**config.mk**
```make
export PLATFORM = sky130hd
export DESIGN_NAME = serial_adder
export DESIGN_NICKNAME = d
export VERILOG_FILES = /design/src/rtl/serial_adder.sv
export SDC_FILE = /design/constraint.sdc
export NUM_CORES = 1
export LEC_CHECK = 0
export BUFFER_PORTS_ARGS = -buffer_cell sky130_fd_sc_hd__buf_2
export CELL_PAD_IN_SITES_DETAIL_PLACEMENT = 1
export CELL_PAD_IN_SITES_GLOBAL_PLACEMENT = 1
export CORE_ASPECT_RATIO = 0.8
export CORE_MARGIN = 2
export CORE_UTILIZATION = 38
export DETAILED_ROUTE_END_ITERATION = 12
export HOLD_SLACK_MARGIN = 0.08
export PLACE_DENSITY_LB_ADDON = 0.1
export REMOVE_ABC_BUFFERS = 1
export SLEW_MARGIN = 20
export SYNTH_ARGS = -nofsm -noshare
export SYNTH_HDL_FRONTEND = slang
export SYNTH_SLANG_ARGS = --single-unit
export TNS_END_PERCENT = 20
```
**constraint.sdc**
```tcl
create_clock -name clk -period 1.7 [get_ports clk]
set_input_delay 0.34 -clock clk [delete_from_list [all_inputs] [get_ports clk]]
set_output_delay 0.34 -clock clk [all_outputs]
set_load 0.05 [all_outputs]
```
**src/rtl/serial_adder.sv**
```systemverilog
// serial_adder: bit-serial ripple adder. One full-adder cell is reused across
// WIDTH clock cycles, LSB first. Operands live in right-shifting registers, the
// running carry in a single flop, and sum bits enter the result register from
// the MSB side so that bit 0 reaches sum[0] after the last shift.
//
// Handshake: start is sampled only while busy=0, that is in IDLE and in the
// single DONE cycle, so starts can run back to back with no bubble. busy is
// high for the WIDTH cycles after the accepting edge. done pulses for one
// cycle with sum/carry valid, and both results hold until the next accepted
// start clears them.
module serial_adder #(
  parameter int WIDTH = 8
) (
  input  logic             clk,
  input  logic             rst,
  input  logic             start,
  input  logic [WIDTH-1:0] a,
  input  logic [WIDTH-1:0] b,
  input  logic             cin,
  output logic             busy,
  output logic             done,
  output logic [WIDTH-1:0] sum,
  output logic             carry,
  output logic [1:0]       state_dbg
);

  localparam int CW = $clog2(WIDTH);

  typedef enum logic [1:0] {
    IDLE = 2'd0,
    ADD  = 2'd1,
    DONE = 2'd2
  } state_t;

  state_t           state_q;
  state_t           state_d;
  logic [WIDTH-1:0] a_sr;
  logic [WIDTH-1:0] b_sr;
  logic             cf;
  logic [CW-1:0]    cnt;
  logic             accept;
  logic             last;
  logic             fa_s;
  logic             fa_c;

  // A start is accepted whenever no addition is in flight (IDLE or DONE).
  assign accept = start && (state_q != ADD);
  assign last   = (cnt == CW'(WIDTH - 1));

  // The shared full-adder cell.
  assign fa_s = a_sr[0] ^ b_sr[0] ^ cf;
  assign fa_c = (a_sr[0] & b_sr[0]) | (a_sr[0] & cf) | (b_sr[0] & cf);

  // State register; reset wins over everything.
  always_ff @(posedge clk) begin
    if (rst) state_q <= IDLE;
    else     state_q <= state_d;
  end

  // Next-state logic and status outputs decoded from the registered state.
  always_comb begin
    state_d   = state_q;
    busy      = 1'b0;
    done      = 1'b0;
    state_dbg = state_q;
    case (state_q)
      IDLE: begin
        if (start) state_d = ADD;
      end
      ADD: begin
        busy = 1'b1;
        if (last) state_d = DONE;
      end
      DONE: begin
        done    = 1'b1;
        state_d = start ? ADD : IDLE;
      end
      default: state_d = IDLE;
    endcase
  end

  // Datapath: load on accept, otherwise shift one bit per ADD cycle.
  always_ff @(posedge clk) begin
    if (rst) begin
      a_sr  <= '0;
      b_sr  <= '0;
      cf    <= 1'b0;
      cnt   <= '0;
      sum   <= '0;
      carry <= 1'b0;
    end else if (accept) begin
      a_sr  <= a;
      b_sr  <= b;
      cf    <= cin;
      cnt   <= '0;
      sum   <= '0;
      carry <= 1'b0;
    end else if (state_q == ADD) begin
      a_sr <= a_sr >> 1;
      b_sr <= b_sr >> 1;
      cf   <= fa_c;
      sum  <= {fa_s, sum[WIDTH-1:1]};
      // The counter stops at WIDTH-1 because the FSM leaves ADD there.
      if (last) carry <= fa_c;
      else      cnt   <= cnt + 1'b1;
    end
  end

endmodule
```
== Yosys cells after proc, flatten, opt, wreduce, memory -nomap -nowiden ==
Index checks and enable logic that the tools add are counted.

* Input port bits: 20
* Flip-flop bits (word level): 31
* Logic and storage cells: 41

* Equality and inequality tests: 6
* Add/subtract/negate cells: 1
* Bitwise logic cells: 8
* Reductions and logical operators: 7
* Muxes and demuxes: 12

{| class="wikitable"
|+ Operators with widths
! kind !! count
|-
| $mux W8 || 4
|-
| $pmux W2 S3 || 1
|-
| $reduce_and A2 Y1 || 3
|-
| $mux W1 || 5
|-
| $mux W2 || 2
|-
| $ne A2 B2 Y1 const B || 2
|-
| $add A3 B1 Y3 const B || 1
|-
| $and A1 B1 Y1 || 3
|-
| $eq A3 B3 Y1 const B || 1
|-
| $eq A2 B1 Y1 const B || 1
|-
| $eq A2 B2 Y1 const B || 1
|-
| $logic_not A2 Y1 || 1
|-
| $ne A2 B1 Y1 const B || 1
|-
| $or A1 B1 Y1 || 2
|-
| $reduce_bool A2 Y1 || 1
|-
| $reduce_or A2 Y1 || 1
|-
| $xor A1 B1 Y1 || 2
|-
| $logic_and A1 B1 Y1 || 1
|-
| $not A1 Y1 || 1
|}

== Longest topological paths before layout ==
Gate-level depths: netlist of the first run.

* Depth after elaboration: 5
* Depth in mapped cells: 6

== Worst setup path before layout of the first run ==
Ideal clock, no wire load.

* Path type: register to output
* From: reg state_q[1] (netlist: state_dbg[1])
* To: out done
* Setup slack: -0.086 ns
* Arrival: 1.446 ns
* Stages on the path, launching flop included: 2
* Path buffers: 0
* Cells stage by stage: dfxtp_1 -> nor2b_1

* Word-level cells in the longest chain between the ends: 2

{| class="wikitable"
|+ Ends and longest elaborated chain
! element !! line !! text
|-
| start, declared || 35 || <nowiki>state_t state_q;</nowiki>
|-
| start signal, assigned || 57 || <nowiki>else state_q <= state_d;</nowiki>
|-
| $eq A2 B2 Y1 || 66 || <nowiki>case (state_q)</nowiki>
|-
| $mux W1 || 66 ||
|-
| end, declared || 21 || <nowiki>output logic done,</nowiki>
|}

No other way between the ends.

== Final worst setup path of the first run ==
* From: reg state_q[1] (netlist: state_dbg[1])
* To: out busy

* Word-level cells in the longest chain between the ends: 2

{| class="wikitable"
|+ Ends and longest elaborated chain
! element !! line !! text
|-
| $eq A2 B1 Y1 || 66 ||
|-
| $mux W1 || 66 ||
|-
| end, declared || 20 || <nowiki>output logic busy,</nowiki>
|}

No other way between the ends.

==> out/summary.txt, run 1 <==
POWER
-----------------------------------------------------------------------------------------------
Psw                                                                                      411 uW
Clk network pwr share                                                                     35.3%
Worst voltage drop across the vdd grid                                                 0.447 mV
P_int                                                                                   1150 uW
Lkg Pwr                                                                             0.000725 uW
Switching share of power                                                                  26.4%
Relative contribution of sequential cells to total power                                  51.1%
Pwr dens                                                                            981 nW/um^2
Part of the total power dissipated in combinational logic                                 13.6%

CLOCK NETWORK
-----------------------------------------------------------------------------------------------
Total number of H-tree levels                                                                 2
Number of setup buffers added after CTS                                                       0
TritonCTS clock tree                                                                        yes
Buffer type at the clock tree root                                                 sky130_fd_sc_hd__clkbuf_8
Clock input transition at the sequential cells of the worst setup and hold paths        0.06 ns
Buffer depth of the longest clock path                                                        2
Number of clock sinks seen by CTS                                                            31
Number of CTS-inserted buffers                                                                5
Source-to-sink clock delay at the later pin of the worst-skew pair                      0.28 ns

FINAL LAYOUT
-----------------------------------------------------------------------------------------------
Number of diodes                                                                              0
Number of nets in the final layout                                                          198
Share of cells above drive strength 1                                                     27.8%
Fillcell total                                                                              414
Layout Cell Area excl Fill                                                           1590 sq um
Post-layout util                                                                          47.1%
Area growth from synthesis to layout                                                      21.1%
Number of non-filler instances in the completed layout                                      218

SETUP PATH
-----------------------------------------------------------------------------------------------
Path depth of the worst reg2reg path                                                          5
Launching point of the worst reg2reg path                                          cnt[0]$_SDFFE_PP0P_
Capturing point of the worst reg2reg path                                          cnt[0]$_SDFFE_PP0P_
Setup crit end kind                                                                primary output
Worst Path Class, Setup                                                            flip-flop to primary output
Worst-path maximum fanout                                                                     8
Slack of the worst reg-to-reg path                                                      0.27 ns
Arrival time of the worst setup path                                                    1.25 ns
Worst setup SP type                                                                   flip-flop
Data required time of the worst path                                                    1.36 ns

STA
-----------------------------------------------------------------------------------------------
Worst slew pin tran                                                                    0.408 ns
RSZ-0062 raised after global routing                                                      false
Final setup slack of the worst path                                                    0.111 ns
Max Transition Viols Final                                                                    0
Crit share post-route                                                                     93.5%
Minimum period implied by the final worst setup slack                                   1.59 ns
Max Clock Freq                                                                          629 MHz
Clk_skew                                                                             0.00437 ns
Final hold violation count                                                                    0
Final setup violation count                                                                   0
Relative slew margins                                                                     72.8%

ROUTE
-----------------------------------------------------------------------------------------------
Drc violations                                                                                0
Total routed wirelength                                                                 2920 um
Avg WL per Cell                                                                         13.4 um
Number of antenna-violating nets in the routed design                                         0
Via density per instance                                                                   4.87
DR vias                                                                                    1061
Drt pass-1 iters                                                                              4
Number of violations reported at the end of detailed-routing iteration 0                     36

GLOBAL ROUTE
-----------------------------------------------------------------------------------------------
Total global-route track usage                                                            16.5%
Largest net degree at the start of global routing                                            20
Antenna violations before repair                                                              0
Wire length of the first global-routing pass                                            4950 um
Grt ovf                                                                                       0
Via count of the first global-routing pass                                                 1075

SYNTH
-----------------------------------------------------------------------------------------------
Cell area after technology mapping                                                   1310 sq um
Average footprint of a synthesized cell                                              9.44 sq um
Number of synthesized register bits                                                          31
Cell accounting for the most synthesized area                                      sky130_fd_sc_hd__dfxtp_1
Cell count after synthesis                                                                  139
Share of Yosys cell area claimed by the top area cell type                                47.3%
Share of synthesized area occupied by flip-flops and latches                              47.3%
Dominant cells by area after synthesis                                             sky130_fd_sc_hd__dfxtp_1 (47%), sky130_fd_sc_hd__mux2i_1 (13%), sky130_fd_sc_hd__a211oi_1 (8.6%)
Warnings from Yosys                                                                           0
Distinct cell type count of the synthesized netlist                                          23

PLACED DESIGN
-----------------------------------------------------------------------------------------------
Cells after DPL                                                                             210
Worst slack at placement                                                               0.203 ns
Port buffer count                                                                            32
Weighted congestion reported at the end of routability-driven placement                   0.719
Sum of net half-perimeters after detailed placement                                     2120 um
Post-placement cell area                                                             1510 sq um

HOLD PATH
-----------------------------------------------------------------------------------------------
Hold/Removal Path Class                                                            primary input to flip-flop
Hold EP                                                                            b_sr[7]$_SDFFE_PP0P_
Worst hold start                                                                           b[7]
Worst Hold Depth                                                                              3

DIE
-----------------------------------------------------------------------------------------------
Total die area                                                                       3940 sq um
Standard-cell rows                                                                           19
Number of top-level design ports                                                             33
Initial Util                                                                              38.9%
Placeable Area                                                                       3380 sq um
Chip width                                                                              69.7 um
Die height                                                                              56.6 um

OUTCOME
-----------------------------------------------------------------------------------------------
Outcome                                                                            finished, final reports clean

JOB
-----------------------------------------------------------------------------------------------
Max-cap violation count                                                                       0

==> worst max path at each step <==
stage                         startpoint                  end  depth (start not counted)
6_report       state_dbg[1]$_SDFFE_PP0P_                 busy                          3
5_1_grt        state_dbg[0]$_SDFFE_PP0P_                 busy                          3
4_1_cts        state_dbg[0]$_SDFFE_PP0P_                 busy                          3
3_5_place_dp   state_dbg[1]$_SDFFE_PP0P_  sum[1]$_SDFFE_PP0P_                          4
3_3_place_gp   state_dbg[1]$_SDFFE_PP0P_  cnt[0]$_SDFFE_PP0P_                          4
2_1_floorplan  state_dbg[1]$_SDFFE_PP0P_   carry$_SDFFE_PP0P_                          4
==> area by class of cell <==
cell class	count	area [sq um]	share of cell area (%)
clock buffers	7	76.3	4.80
flip-flops and latches	31	621	39.1
inverters	2	7.51	0.472
well taps	42	52.6	3.31
clock inverters	1	5.00	0.315
repair buffers	40	220	13.9
multi-input cells	95	607	38.2
==> stage by stage <==
step / hold slack, ns / power, uW / setup TNS (ns)
2_1_floorplan: 0.412 / 932 / -13.91
3_3_place_gp: 0.445 / 1020 / 0
3_5_place_dp: 0.459 / 1030 / 0
4_1_cts: 0.355 / 1580 / 0
5_1_grt: 0.389 / 1650 / 0
6_report: 0.355 / 1560 / 0
==> synthesized netlist by cell type <==
master,instances
sky130_fd_sc_hd__a211oi_1,15
sky130_fd_sc_hd__a21o_1,1
sky130_fd_sc_hd__a21oi_1,11
sky130_fd_sc_hd__a21oi_2,1
sky130_fd_sc_hd__buf_2,4
sky130_fd_sc_hd__buf_4,3
sky130_fd_sc_hd__buf_6,3
sky130_fd_sc_hd__clkbuf_1,1
sky130_fd_sc_hd__dfxtp_1,31
sky130_fd_sc_hd__fa_1,1
sky130_fd_sc_hd__ha_1,2
sky130_fd_sc_hd__inv_1,2
sky130_fd_sc_hd__mux2i_1,17
sky130_fd_sc_hd__nand2_1,19
sky130_fd_sc_hd__nand2b_1,1
sky130_fd_sc_hd__nand3_1,1
sky130_fd_sc_hd__nand3b_1,1
sky130_fd_sc_hd__nor2_1,18
sky130_fd_sc_hd__nor2b_1,1
sky130_fd_sc_hd__nor3_1,2
sky130_fd_sc_hd__nor3b_2,1
sky130_fd_sc_hd__o21ai_0,2
sky130_fd_sc_hd__xnor2_1,1
==> sequential cells by signal (all words and copies together) (netlist names) <==
register and count:
sum 8, carry 1, a_sr 8, state_dbg 2, cnt 3, cf 1, b_sr 8
==> cell usage in the layout (no fill, tap or decap), drive strengths merged, types with 2 or more instances in the layout <==
master  count
a211oi     15
mux2i      17
nand2      19
dfxtp      31
nor2       18
inv         2
clkbuf      7
a21oi      12
buf        40
o21ai       2
ha          2
nor3        2
==> routing by layer <==
layer	vias to the layer above	global-route usage [%]	part of all wire [%]
met5	-	0	0
met4	0	6.59	0.92
met3	2	7.36	4.4
met2	19	25.7	46
met1	494	20.1	49
li1	546	-	-
==> logic make-up after synthesis <==
| logic type | after synthesis | share of synthesized area [%] |
|---|---|---|
| muxes | 17 | 13.0 |
| AOI/OAI and AO/OA | 30 | 14.8 |
| DFF | 31 | 47.3 |
| xor gates and xnor gates | 1 | 0.667 |
| adders and majority gates | 3 | 3.43 |
| and+or+nand+nor | 44 | 14.2 |
| buffers and inverters | 13 | 6.67 |
==> repair_timing <==
item | 4_1_cts | 5_1_grt
setup endpoints to repair | 0 | 1
resized for setup | 0 | 1
hold buffers | 0 | 0
==> worst max-delay path, stage by stage (launching register included) <==
cell                       delay [ns]
sky130_fd_sc_hd__dfxtp_1         0.35
sky130_fd_sc_hd__nand2b_2        0.26
sky130_fd_sc_hd__inv_1           0.10
sky130_fd_sc_hd__buf_2           0.26
==> power groups by stage <==
stage          registers [uW]  clock network, uW  logic (uW)
5_1_grt                   802                613         236
3_3_place_gp              810                  0         208
2_1_floorplan             818                  0         114
3_5_place_dp              812                  0         214
6_report                  797                549         212
4_1_cts                   796                571         215
(Power assumes the default switching activity.)
==> run 2: changes to the inputs <==
--- a/config.mk
+++ b/config.mk
@@ -5,12 +5,13 @@
 export SDC_FILE = /design/constraint.sdc
 export NUM_CORES = 1
 export LEC_CHECK = 0
+export ABC_AREA = 1
 export BUFFER_PORTS_ARGS = -buffer_cell sky130_fd_sc_hd__buf_2
 export CELL_PAD_IN_SITES_DETAIL_PLACEMENT = 1
 export CELL_PAD_IN_SITES_GLOBAL_PLACEMENT = 1
 export CORE_ASPECT_RATIO = 0.8
 export CORE_MARGIN = 2
-export CORE_UTILIZATION = 38
+export CORE_UTILIZATION = 37
 export DETAILED_ROUTE_END_ITERATION = 12
 export HOLD_SLACK_MARGIN = 0.08
 export PLACE_DENSITY_LB_ADDON = 0.1
==> run 2 against run 1 <==
Effect of this change: fmax rose by 4.3%; power increased by 12%; core utilization rose by 1.3 points; wire length grew 17%; cell count rose by 25%; via count increased by 25%; non-clock buffer count down 1; die area grew 7.8%; first-iteration DRC count is 81% higher; combinational power up 2%; count of clock-buffer cells in the layout fell by 1; worst hold slack lost 0.070 ns; critical path type unchanged; largest cell class unchanged.
==> out/summary.txt, run 2 <==
OUTCOME
-----------------------------------------------------------------------------------------------
Outcome                                                                            finished, final reports clean

CLOCK NETWORK
-----------------------------------------------------------------------------------------------
Number of setup buffers added after CTS                                                       0
Count of hold buffers inserted by post-cts repair                                             0
Buffer depth of the longest clock path                                                        2
Buffer type at the clock tree root                                                 sky130_fd_sc_hd__clkbuf_8
TritonCTS clock tree                                                                        yes
Post-CTS Resized                                                                              0
Number of CTS-inserted buffers                                                                5
Number of clock sinks seen by CTS                                                            31
Clock input transition at the sequential cells of the worst setup and hold paths        0.06 ns
Total number of H-tree levels                                                                 2
Source-to-sink clock delay at the later pin of the worst-skew pair                      0.28 ns

PLACED DESIGN
-----------------------------------------------------------------------------------------------
Cells after DPL                                                                             264
Sum of net half-perimeters after detailed placement                                     2430 um
Weighted congestion reported at the end of routability-driven placement                   0.713
Port buffer count                                                                            32

FINAL LAYOUT
-----------------------------------------------------------------------------------------------
Number of diodes                                                                              0
Area growth from synthesis to layout                                                      22.9%
Number of nets in the final layout                                                          252
Fillcell total                                                                              477
Number of non-filler instances in the completed layout                                      272
Post-layout util                                                                          48.4%
Share of cells above drive strength 1                                                     20.9%
Top flop regs                                                                      a_sr: 8 flops, b_sr: 8 flops, sum: 8 flops
Most frequent cells in the layout                                                  sky130_fd_sc_hd__nand2_1 (59), sky130_fd_sc_hd__nand3_1 (48), sky130_fd_sc_hd__buf_2 (32)
Commonest non-fill, non-tap cell in the layout                                     sky130_fd_sc_hd__nand2_1

STA
-----------------------------------------------------------------------------------------------
Clk_skew                                                                             0.00584 ns
Worst slew pin tran                                                                    0.255 ns
Minimum period implied by the final worst setup slack                                   1.52 ns
Final setup violation count                                                                   0
Max Clock Freq                                                                          656 MHz
Relative slew margins                                                                     83.1%
Crit share post-route                                                                     89.6%
Final hold violation count                                                                    0
Max Transition Viols Final                                                                    0
RSZ-0062 raised after global routing                                                      false

SYNTH
-----------------------------------------------------------------------------------------------
Leading cell type by number of instances after synthesis                           sky130_fd_sc_hd__nand2_1
Dominant cells by area after synthesis                                             sky130_fd_sc_hd__dfxtp_1 (45%), sky130_fd_sc_hd__nand3_1 (17%), sky130_fd_sc_hd__nand2_1 (16%)
Distinct cell type count of the synthesized netlist                                          13
Cell count after synthesis                                                                  195
Ys flop type                                                                       sky130_fd_sc_hd__dfxtp_1
Most used standard cells in the synthesized netlist                                sky130_fd_sc_hd__nand2_1 (59), sky130_fd_sc_hd__nand3_1 (48), sky130_fd_sc_hd__dfxtp_1 (31)
Cell accounting for the most synthesized area                                      sky130_fd_sc_hd__dfxtp_1
Share of synthesized area occupied by flip-flops and latches                              44.8%
Average footprint of a synthesized cell                                              7.10 sq um
Number of synthesized register bits                                                          31
Share of Yosys cell area claimed by the top area cell type                                44.8%
Warnings from Yosys                                                                           0
Synth async-reset ratio                                                                      0%
Cell area after technology mapping                                                   1390 sq um
Count of flip-flops with a built-in enable after synthesis                                    0

HOLD PATH
-----------------------------------------------------------------------------------------------
Hold/Removal Path Class                                                            primary input to flip-flop

DIE
-----------------------------------------------------------------------------------------------
Initial Util                                                                              39.4%
Chip width                                                                              72.4 um
Standard-cell rows                                                                           19
Placeable Area                                                                       3520 sq um
Number of top-level design ports                                                             33
Total die area                                                                       4250 sq um
Die height                                                                              58.7 um

POWER
-----------------------------------------------------------------------------------------------
Lkg Pwr                                                                             0.000867 uW
Pwr dens                                                                           1020 nW/um^2
Clk network pwr share                                                                     42.9%
P_int                                                                                   1310 uW
Switching share of power                                                                  24.7%
Total chip power                                                                        1740 uW
Psw                                                                                      430 uW
Relative contribution of sequential cells to total power                                  44.6%
Worst voltage drop across the vdd grid                                                 0.454 mV
Part of the total power dissipated in combinational logic                                 12.4%

SETUP PATH
-----------------------------------------------------------------------------------------------
Cell with the largest stage delay on the worst path                                sky130_fd_sc_hd__dfxtp_1
CP top delay family                                                                  flip-flops
Crit path buffers/inverters                                                                   2
Worst setup SP type                                                                   flip-flop
Setup crit end kind                                                                primary output
Worst-path maximum fanout                                                                     4
Arrival time of the worst setup path                                                    1.18 ns
Data required time of the worst path                                                    1.36 ns
Worst Path Class, Setup                                                            flip-flop to primary output
Series of cell instances along the critical path                                   inv_1 -> nor2_2 -> buf_2
Critical path's largest stage delay                                                     0.38 ns

ROUTE
-----------------------------------------------------------------------------------------------
Number of violations reported at the end of detailed-routing iteration 0                     65
Drc violations                                                                                0
Total routed wirelength                                                                 3430 um
Via density per instance                                                                   4.86
Avg WL per Cell                                                                         12.6 um
Number of antenna-violating nets in the routed design                                         0
Drt pass-1 iters                                                                              4
DR vias                                                                                    1321

GLOBAL ROUTE
-----------------------------------------------------------------------------------------------
Antenna violations before repair                                                              0
Largest net degree at the start of global routing                                            29
Via count of the first global-routing pass                                                 1353
Grt ovf                                                                                       0
Wire length of the first global-routing pass                                            5870 um
Total global-route track usage                                                            17.7%

JOB
-----------------------------------------------------------------------------------------------
Max-cap violation count                                                                       0

## run 2: cell count changes in the layout (fill, tap and decap cells not counted), moves of 2 or more
cell	before	now
sky130_fd_sc_hd__nand3_1	1	48
sky130_fd_sc_hd__nand2_1	19	59
sky130_fd_sc_hd__inv_1	2	21
sky130_fd_sc_hd__mux2i_1	17	0
sky130_fd_sc_hd__a211oi_1	15	0
sky130_fd_sc_hd__nor2_1	18	4
sky130_fd_sc_hd__a21oi_1	11	15
sky130_fd_sc_hd__buf_4	8	6
sky130_fd_sc_hd__clkbuf_1	2	0
sky130_fd_sc_hd__nor3_1	2	0
## run 2: per-stage QoR
stage	worst slack (ns)	hold WS (ns)	setup TNS (ns)	cell area, sq um
final	0.177	0.285	0	1700
after global placement	0.475	0.445	0	1590
after global routing	0.0772	0.281	0	1700
after CTS	0.159	0.280	0	1700
after floorplan	-0.863	0.409	-17.78	1310
after detailed placement	0.391	0.457	0	1590
## run 2: power groups by stage
stage	clock network, uW	registers, uW	logic [uW]
after floorplan	0	798	115
final	747	776	216
after global routing	812	780	244
after CTS	769	777	220
after detailed placement	0	793	218
after global placement	0	791	209
## run 2: kinds of logic after synthesis
group                      Yosys count  share of synthesized area [%]
AOI/OAI and AO/OA                   16                           5.78
adders and majority gates            3                           3.25
buffers and inverters               33                           11.3
DFF                                 31                           44.8
and+or+nand+nor                    112                           34.9
## run 2: layout make-up
class | instances | area [sq um] | share of cell area (%)
timing repair buffer | 39 | 225 | 13.2
tap | 42 | 52.6 | 3.09
clock buffer | 6 | 82.6 | 4.85
sequential | 31 | 621 | 36.4
multi-input combinational | 131 | 608 | 35.7
inverter | 21 | 78.8 | 4.63
clock inverter | 2 | 35.0 | 2.06
## run 2: path summary, 6_finish.rpt
kind / start / end / slack [ns] / cells past startpoint
max: state_dbg[0]$_SDFFE_PP0P_ / busy / 0.18 / 3
min reg2reg: b_sr[7]$_SDFFE_PP0P_ / b_sr[7]$_SDFFE_PP0P_ / 0.47 / 2
min: rst / b_sr[7]$_SDFFE_PP0P_ / 0.29 / 2
max reg2reg: state_dbg[0]$_SDFFE_PP0P_ / sum[6]$_SDFFE_PP0P_ / 0.38 / 6
## run 2: routing by layer
layer,vias to the layer above,GRT usage (%),wire (um)
met5,-,0,0
met4,0,5.82,13
met3,2,5.48,151
met2,29,30.0,1630
met1,603,21.5,1630
li1,687,-,-
## run 2: worst reg2reg max path: cells and delay by family, from the launching register on
kind / cells / cell delay [ns]
and+or+nand+nor: 1 / 0.15
DFF: 1 / 0.38
AOI/OAI and AO/OA: 2 / 0.24
buffers and inverters: 3 / 0.47
==> run 3: changes to the inputs <==
--- a/config.mk
+++ b/config.mk
@@ -11,7 +11,7 @@
 export CELL_PAD_IN_SITES_GLOBAL_PLACEMENT = 1
 export CORE_ASPECT_RATIO = 0.8
 export CORE_MARGIN = 2
-export CORE_UTILIZATION = 37
+export CORE_UTILIZATION = 33
 export DETAILED_ROUTE_END_ITERATION = 12
 export HOLD_SLACK_MARGIN = 0.08
 export PLACE_DENSITY_LB_ADDON = 0.1
==> constraint.sdc (replaced) <==
create_clock -name clk -period 1.27 [get_ports clk]
set_input_delay 0.254 -clock clk [delete_from_list [all_inputs] [get_ports clk]]
set_output_delay 0.254 -clock clk [all_outputs]
set_load 0.01 [all_outputs]
==> run 3 against run 2 <==
Effect of this change: cell count rose by 7.7%; first-iteration DRC count down 54%; core utilization down 5.6 points; highest routed layer unchanged.
==> out/summary.txt, run 3 (synthesized netlist as in run 2, its figures left out) <==
FINAL LAYOUT
-----------------------------------------------------------------------------------------------
Number of diodes                                                                              0
Commonest non-fill, non-tap cell in the layout                                     sky130_fd_sc_hd__nand2_1
Fillcell total                                                                              560
Number of nets in the final layout                                                          258
Most frequent cells in the layout                                                  sky130_fd_sc_hd__nand2_1 (59), sky130_fd_sc_hd__nand3_1 (48), sky130_fd_sc_hd__buf_2 (31)
Area growth from synthesis to layout                                                      26.6%
Post-layout util                                                                          42.8%
Top flop regs                                                                      a_sr: 8 flops, b_sr: 8 flops, sum: 8 flops
Share of cells above drive strength 1                                                     24.6%

HOLD PATH
-----------------------------------------------------------------------------------------------
Hold/Removal Path Class                                                            primary input to flip-flop
Worst hold start                                                                            rst

CLOCK NETWORK
-----------------------------------------------------------------------------------------------
Number of CTS-inserted buffers                                                                5
Buffer type at the clock tree root                                                 sky130_fd_sc_hd__clkbuf_8
Number of clock sinks seen by CTS                                                            31
TritonCTS clock tree                                                                        yes
Count of hold buffers inserted by post-cts repair                                             0
Buffer depth of the longest clock path                                                        2
Source-to-sink clock delay at the later pin of the worst-skew pair                      0.27 ns
Clock input transition at the sequential cells of the worst setup and hold paths        0.06 ns
Total number of H-tree levels                                                                 2

GLOBAL ROUTE
-----------------------------------------------------------------------------------------------
Via count of the first global-routing pass                                                 1344
Met3 track demand over resource                                                           4.91%
Antenna violations before repair                                                              0
GRT met1 Usage                                                                            19.4%
Met2 routing resource usage after global routing                                          28.4%
Total global-route track usage                                                            16.1%
Largest net degree at the start of global routing                                            31
Grt ovf                                                                                       0
Wire length of the first global-routing pass                                            5930 um
Grt peak-use layer                                                                         met2

DIE
-----------------------------------------------------------------------------------------------
Total die area                                                                       4730 sq um
Placeable Area                                                                       4100 sq um
Chip width                                                                              76.4 um
Standard-cell rows                                                                           21
Number of top-level design ports                                                             33
Initial Util                                                                              33.8%
Die height                                                                              61.9 um

SETUP PATH
-----------------------------------------------------------------------------------------------
Capturing point of the worst reg2reg path                                          cnt[2]$_SDFFE_PP0P_
Data required time of the worst path                                                    1.02 ns
Critical path startpoint                                                           state_dbg[0]$_SDFFE_PP0P_
Worst-path maximum fanout                                                                     2
Slack of the worst reg-to-reg path                                                      0.10 ns
Arrival time of the worst setup path                                                    0.96 ns
Worst setup SP type                                                                   flip-flop
Path depth of the worst reg2reg path                                                          6
Worst Path Class, Setup                                                            flip-flop to primary output
Worst setup path endpoint                                                                  busy
Setup crit end kind                                                                primary output
Launching point of the worst reg2reg path                                          cnt[1]$_SDFFE_PP0P_

POWER
-----------------------------------------------------------------------------------------------
Worst voltage drop across the vdd grid                                                 0.750 mV
Total chip power                                                                        2070 uW
Pwr dens                                                                           1180 nW/um^2
Lkg Pwr                                                                             0.000881 uW

PLACED DESIGN
-----------------------------------------------------------------------------------------------
Sum of net half-perimeters after detailed placement                                     2570 um
Worst slack at placement                                                              0.0330 ns
Port buffer count                                                                            32
Weighted congestion reported at the end of routability-driven placement                   0.719

STA
-----------------------------------------------------------------------------------------------
RSZ-0062 raised after global routing                                                       true
Worst slew pin tran                                                                    0.212 ns
Minimum period implied by the final worst setup slack                                   1.22 ns
Relative slew margins                                                                     85.8%
Final hold violation count                                                                    0
Crit share post-route                                                                     95.8%
Final setup violation count                                                                   0
Max Clock Freq                                                                          822 MHz
Clk_skew                                                                             0.00350 ns
Max Transition Viols Final                                                                    0
Final setup slack of the worst path                                                   0.0538 ns

ROUTE
-----------------------------------------------------------------------------------------------
DR vias                                                                                    1375
Number of antenna-violating nets in the routed design                                         0
Drc violations                                                                                0
Number of violations reported at the end of detailed-routing iteration 0                     30
Total routed wirelength                                                                 3550 um
Drt pass-1 iters                                                                              4
Avg WL per Cell                                                                         12.1 um
Via density per instance                                                                   4.69

OUTCOME
-----------------------------------------------------------------------------------------------
Outcome                                                                            finished, final reports clean

JOB
-----------------------------------------------------------------------------------------------
Max-cap violation count                                                                       0

==> run 3: cell types whose count changed in the layout (fill, tap and decap cells not counted), sizes merged <==
cell,change
clkbuf,+1
bufinv,-1
buf,+6
==> run 3: how the worst min path moves through the flow <==
stage,end,slack (ns),cells after the start
2_1_floorplan,a_sr[7]$_SDFFE_PP0P_,0.32,1
3_3_place_gp,sum[0]$_SDFFE_PP0P_,0.45,2
3_5_place_dp,sum[0]$_SDFFE_PP0P_,0.47,2
4_1_cts,state_dbg[1]$_SDFFE_PP0P_,0.20,2
5_1_grt,state_dbg[0]$_SDFFE_PP0P_,0.21,2
6_report,state_dbg[1]$_SDFFE_PP0P_,0.20,2
==> run 3: metal layers <==
metal | vias to the layer above | wire length (um)
met4 | 0 | 38
met2 | 22 | 1690
met5 | - | 0
li1 | 697 | -
met3 | 5 | 137
met1 | 651 | 1680
==> run 3: what timing repair did <==
item	4_1_cts	5_1_grt
gates cloned	0	0
endpoints found under the setup margin	1	5
pin swaps	1	1
setup buffers	2	0
gates resized for setup	4	5
==> run 3: final cells by class <==
type | instances | area (sq um) | area share, %
Clock buffer | 7 | 76.3 | 4.35
Clock inverter | 1 | 5.00 | 0.285
Inverter | 21 | 78.8 | 4.49
Multi-Input combinational cell | 131 | 618 | 35.2
Sequential cell | 31 | 624 | 35.6
Tap cell | 57 | 71.3 | 4.07
Timing Repair Buffer | 45 | 280 | 16.0
==> run 3: stage by stage <==
stage / area (sq um) / TNS [ns] / cells / hold slack, ns
2_1_floorplan: 1310 / -10.95 / 183 / 0.323
3_3_place_gp: 1630 / 0 / 283 / 0.446
3_5_place_dp: 1630 / 0 / 283 / 0.468
4_1_cts: 1740 / 0 / 293 / 0.199
5_1_grt: 1750 / -0.0711 / 293 / 0.210
6_report: 1750 / 0 / 293 / 0.202
==> run 3: worst max-delay path: stages, from the launching register on <==
cell	delay, ns
sky130_fd_sc_hd__dfxtp_2	0.33
sky130_fd_sc_hd__inv_2	0.05
sky130_fd_sc_hd__nor2_4	0.10
sky130_fd_sc_hd__buf_6	0.12
sky130_fd_sc_hd__buf_6	0.09
==> run 3: power by group <==
part	leakage (uW)	total [uW]	switching [uW]	internal, uW
combinational	0.000585	301	172	128
clock	0.0000422	732	348	384
sequential	0.000254	1040	23.6	1010
total	0.000881	2070	544	1530
